## src/rtl/prog_sequencer.sv

```systemverilog
// prog_sequencer: steps the core through the enabled program slots,
// holding it in reset, timing each run and reporting cycle counts.
module prog_sequencer #(
    parameter int NUM_PROG   = 3,
    parameter int PC_W       = 10,
    parameter int CYC_W      = 16,
    parameter int TIMEOUT    = 60000,
    parameter int RST_CYCLES = 2,
    parameter int IDX_W      = $clog2(NUM_PROG)
) (
    input  logic                     clk,
    input  logic                     reset,
    input  logic                     go,
    input  logic [NUM_PROG-1:0]      prog_mask,
    input  logic [NUM_PROG*PC_W-1:0] start_pc_flat,
    input  logic                     core_done,
    output logic                     core_reset,
    output logic [PC_W-1:0]          core_start_pc,
    output logic [IDX_W-1:0]         prog_idx,
    output logic                     busy,
    output logic                     cyc_valid,
    output logic [CYC_W-1:0]         cyc_count,
    output logic [IDX_W-1:0]         cyc_idx,
    output logic                     timeout_err,
    output logic                     all_done
);

    localparam int HC_W = $clog2(RST_CYCLES + 1);
    localparam logic [CYC_W-1:0] TMO = CYC_W'(TIMEOUT);
    localparam logic [IDX_W-1:0] LAST = IDX_W'(NUM_PROG - 1);
    localparam logic [HC_W-1:0] HOLD_LAST = HC_W'(RST_CYCLES - 1);

    typedef enum logic [2:0] {
        S_IDLE,
        S_SELECT,
        S_HOLD,
        S_RUN,
        S_REPORT,
        S_FINISH
    } state_t;

    state_t state;
    state_t state_nx;

    logic [NUM_PROG-1:0] mask_q;
    logic [HC_W-1:0]     hcnt;
    logic [CYC_W-1:0]    cnt;
    logic [PC_W-1:0]     entry [NUM_PROG];
    logic                is_last;
    logic                slot_on;
    logic                hold_end;
    logic                run_tmo;

    for (genvar i = 0; i < NUM_PROG; i++) begin : g_entry
        assign entry[i] = start_pc_flat[i*PC_W +: PC_W];
    end

    assign is_last  = (prog_idx == LAST);
    assign slot_on  = mask_q[prog_idx];
    assign hold_end = (hcnt == HOLD_LAST);
    assign run_tmo  = (cnt == TMO);

    // Moore outputs decoded from the state register only
    assign core_reset = (state != S_RUN);
    assign busy       = (state != S_IDLE);
    assign cyc_valid  = (state == S_REPORT);
    assign all_done   = (state == S_FINISH);

    always_ff @(posedge clk) begin
        if (reset) begin
            state <= S_IDLE;
        end else begin
            state <= state_nx;
        end
    end

    always_comb begin
        state_nx = state;
        case (state)
            S_IDLE: begin
                if (go) begin
                    state_nx = S_SELECT;
                end
            end
            S_SELECT: begin
                if (slot_on) begin
                    state_nx = S_HOLD;
                end else if (is_last) begin
                    state_nx = S_FINISH;
                end
            end
            S_HOLD: begin
                if (hold_end) begin
                    state_nx = S_RUN;
                end
            end
            S_RUN: begin
                if (core_done || run_tmo) begin
                    state_nx = S_REPORT;
                end
            end
            S_REPORT: begin
                state_nx = is_last ? S_FINISH : S_SELECT;
            end
            S_FINISH: begin
                state_nx = S_IDLE;
            end
            default: begin
                state_nx = S_IDLE;
            end
        endcase
    end

    always_ff @(posedge clk) begin
        if (reset) begin
            mask_q        <= '0;
            prog_idx      <= '0;
            core_start_pc <= '0;
            hcnt          <= '0;
            cnt           <= '0;
            cyc_count     <= '0;
            cyc_idx       <= '0;
            timeout_err   <= 1'b0;
        end else begin
            case (state)
                S_IDLE: begin
                    if (go) begin
                        mask_q      <= prog_mask;
                        prog_idx    <= '0;
                        timeout_err <= 1'b0;
                    end
                end
                S_SELECT: begin
                    if (slot_on) begin
                        core_start_pc <= entry[prog_idx];
                        hcnt          <= '0;
                    end else if (!is_last) begin
                        prog_idx <= prog_idx + 1'b1;
                    end
                end
                S_HOLD: begin
                    if (hold_end) begin
                        cnt <= CYC_W'(1);
                    end else begin
                        hcnt <= hcnt + 1'b1;
                    end
                end
                S_RUN: begin
                    // done wins over timeout when both land on the same cycle
                    if (core_done) begin
                        cyc_count <= cnt;
                        cyc_idx   <= prog_idx;
                    end else if (run_tmo) begin
                        cyc_count   <= TMO;
                        cyc_idx     <= prog_idx;
                        timeout_err <= 1'b1;
                    end else begin
                        cnt <= cnt + 1'b1;
                    end
                end
                S_REPORT: begin
                    if (!is_last) begin
                        prog_idx <= prog_idx + 1'b1;
                    end
                end
                default: begin
                end
            endcase
        end
    end

endmodule

```

## config.mk

```make
export PLATFORM = sky130hd
export DESIGN_NAME = prog_sequencer
export DESIGN_NICKNAME = d
export VERILOG_FILES = /design/src/rtl/prog_sequencer.sv
export SDC_FILE = /design/constraint.sdc
export NUM_CORES = 1
export LEC_CHECK = 0
export CAP_MARGIN = 10
export CORE_ASPECT_RATIO = 1.4
export CORE_MARGIN = 2
export CORE_UTILIZATION = 50
export CTS_CLUSTER_SIZE = 8
export DETAILED_ROUTE_END_ITERATION = 12
export PLACE_DENSITY = 0.93
export RECOVER_POWER = 100
export SLEW_MARGIN = 20
export SYNTH_ARGS = -nofsm -noshare
export SYNTH_HDL_FRONTEND = slang
export SYNTH_SLANG_ARGS = --single-unit
```

## constraint.sdc

```tcl
create_clock -name clk -period 2.38 [get_ports clk]
set_clock_uncertainty 0.15 [all_clocks]
set_input_delay 0.238 -clock clk [delete_from_list [all_inputs] [get_ports clk]]
set_output_delay 0.238 -clock clk [all_outputs]
set_load 0.02 [all_outputs]
```

==> results.md <==
- Via count: 2999
- Type of element capturing the critical path: output pin
- Worst Tran Pin Value: 806 ps
- Insertion delay to the later sink of the worst-skew pair: 310 ps
- Setup repair bufs after CTS: 0
- Reg clk slew, reported paths: 100 ps
- Commonest cells post-synth: dfxtp_1 (55), a21oi_1 (38), nor2_1 (35)
- Synth warn: 0
- Syn Area/Cell: 8.38 sq um
- Peak Freq: 440 MHz
- CTS tree: yes
- Hold path cells: 2
- Slew Limit Fails: 0
- H-tree Lvls: 2
- Final WS setup: 105 ps
- Met2 GRT Util: 45.2%
- Leakage Power: 1.38 nW
- Clk sink count: 55
- Post-DP HPWL: 5940 microns
- Gr ovfl total: 0
- Max-cap check violation count: 0
- CTS resizes: 1
- FF-to-FF Start: state[2]
- Die area: 6540 sq um
- Initial core utilization: 51.0%
- Switching share of total power: 29.9%
- Crit path time final: 2270 ps
- Peak VDD IR: 0.299 mV
- Internal cell power: 1.40 mW
- CP Class: reg -> out
- Reg2reg path depth: 6
- Io pins: 72
- Fillers: 469
- Unrepaired setup endpoints after global routing: no
- Type of origin of the critical path: register
- Status: completed
- EDFF count, synth: 0
- Max clock buf depth: 2
- Vias per std cell: 6.16
- Detailed-route DRC error count: 0
- Sequential Power Share: 49.5%
- Dpl ws: 119 ps
- Min-delay src: timeout_err
- Top cell type's share of synthesized area: 37.3%
- Final setup viols: 0
- Pwr Density: 525 nW/um^2
- First-pass GRT wire length: 13000 microns
- Synth unique cells: 56
- GR Util met1: 28.6%
- Top cell type by total area after synthesis: dfxtp_1
- Worst hold path class: reg -> reg
- Initial antenna violation count: 0
- Final WL: 7850 microns
- Combinational group share of total power: 23.1%
- Number of global-route vias before repair: 2877
- Hold_buf cts: 0
- Count leader, synth: dfxtp_1
- Layout cells sized above 1: 5.52%
- Syn Std Cell Area: 2950 sq um
- Sequential element share of the synthesized area: 37.3%
- Largest net degree at the start of global routing: 35
- Row count: 33
- Initial DRC count: 256
- Post-DRT Antenna Nets: 0
- CTS Root Buffer Type: clkbuf_8
- Post-Syn Nets: 393
- Synth area leaders: dfxtp_1 (37%), mux2i_1 (6.8%), a21oi_1 (6.4%)
- Core area: 5780 sq um
- Synthesis-to-finish area growth: 29.2%
- Sw power: 0.598 mW
- Die height: 94.9 microns
- Overall fraction of global-route tracks in use: 26.0%
- Flop2flop setup slack: 230 ps
- Clock power frac: 27.4%
- 1st-pass router iterations: 5
- Crit share post-route: 95.6%
- Antenna Diode Count: 0
- Post-layout util: 66.0%
- Top FF cell, synth: dfxtp_1
- Crit-path max FO: 8
- CTS buffer count: 5
- GRT busiest layer: met2
- Post-synthesis cell count: 352
- M3 GR Usage: 4.89%
- Die width: 68.9 microns
- Register bit total from synthesis: 55
- Final Hold Fails: 0
- I/O Buffers: 71
- Hold Path End: timeout_err
- Setup_tns: 0 ps
- Post-synthesis async set-or-reset flop share: 0%
- Worst slew margin: 46.0%
- Critical path arrival: 1890 ps
- Final #Nets: 457
- Reg-to-Reg End: core_start_pc[7]
- DR WL/cell: 16.1 microns
- Post-layout total power: 2.00 mW
- Critical Path RT: 1990 ps
- Final Wtd Congestion: 0.964
## critical path, stage by stage (launching register included)
cell and delay, ps:
dfxtp_1 480, nor3b_1 400, clkdlybuf4s50_1 690
## final cells by class
cell class,count,area [sq um],area share [%]
clock buffer,6,82.6,2.17
clock inverter,2,16.3,0.427
inverter,10,37.5,0.985
multi-input combinational,259,1680,44.0
sequential,55,1100,28.9
tap,70,87.6,2.30
timing repair buffer,85,810,21.2
## power by group through the flow
stage                     registers [mW]  clock network, mW  logic, mW
final                              0.990              0.548      0.462
after CTS                          0.990              0.554      0.474
after floorplan                     1.01                  0      0.280
after global placement              1.01                  0      0.457
after detailed placement            1.01                  0      0.471
after global routing               0.996              0.598      0.503
## cells in the final DEF (no fill, tap or decap), types with 10 or more instances in the layout
master,synthesis,final
nor3_1,12,12
o211ai_1,10,10
nor2_1,35,35
mux2i_1,20,20
clkdlybuf4s50_1,0,39
dlygate4sd3_1,0,32
a2111oi_0,12,12
nand2_1,21,21
nand2b_1,10,10
dfxtp_1,55,54
a21oi_1,38,38
## cells by family after synthesis
kind of cell,count (synthesis),synth area share [%]
AOI/OAI and AO/OA,98,22.1
adders and majority gates,4,1.70
xor gates and xnor gates,2,0.594
buffers and inverters,38,5.64
DFF,55,37.3
and+or+nand+nor,135,25.8
muxes,20,6.79
## per-layer routing
layer,up-vias,routed length [microns]
li1,1440,-
met1,1380,2870
met2,143,4080
met3,36,504
met4,0,396
met5,-,0
## sequential cells by signal, indices dropped and copies added (netlist names)
register	count
prog_idx	2
mask_q	3
state	3
cyc_count	16
cyc_idx	2
hcnt	2
cnt	16
core_start_pc	10
timeout_err	1
## worst max path at each step
stage / from / end / slack, ps / cells after the start
detailed placement: core_done / cnt[10] / 120 / 5
global placement: core_done / cnt[6] / 200 / 5
CTS: state[1] / all_done / 80 / 3
finish: state[2] / cyc_valid / 110 / 2
global route: state[2] / cyc_valid / 40 / 2
floorplan: prog_idx[0] / prog_idx[0] / 280 / 8
## through the flow
stage	std cells	area [sq um]	hold slack, ps
5_1_grt	487	3810	330
3_5_place_dp	479	3740	315
6_report	487	3810	322
3_3_place_gp	479	3740	307
4_1_cts	487	3840	330
2_1_floorplan	352	2950	232
Power figures use the tool's default switching activity.
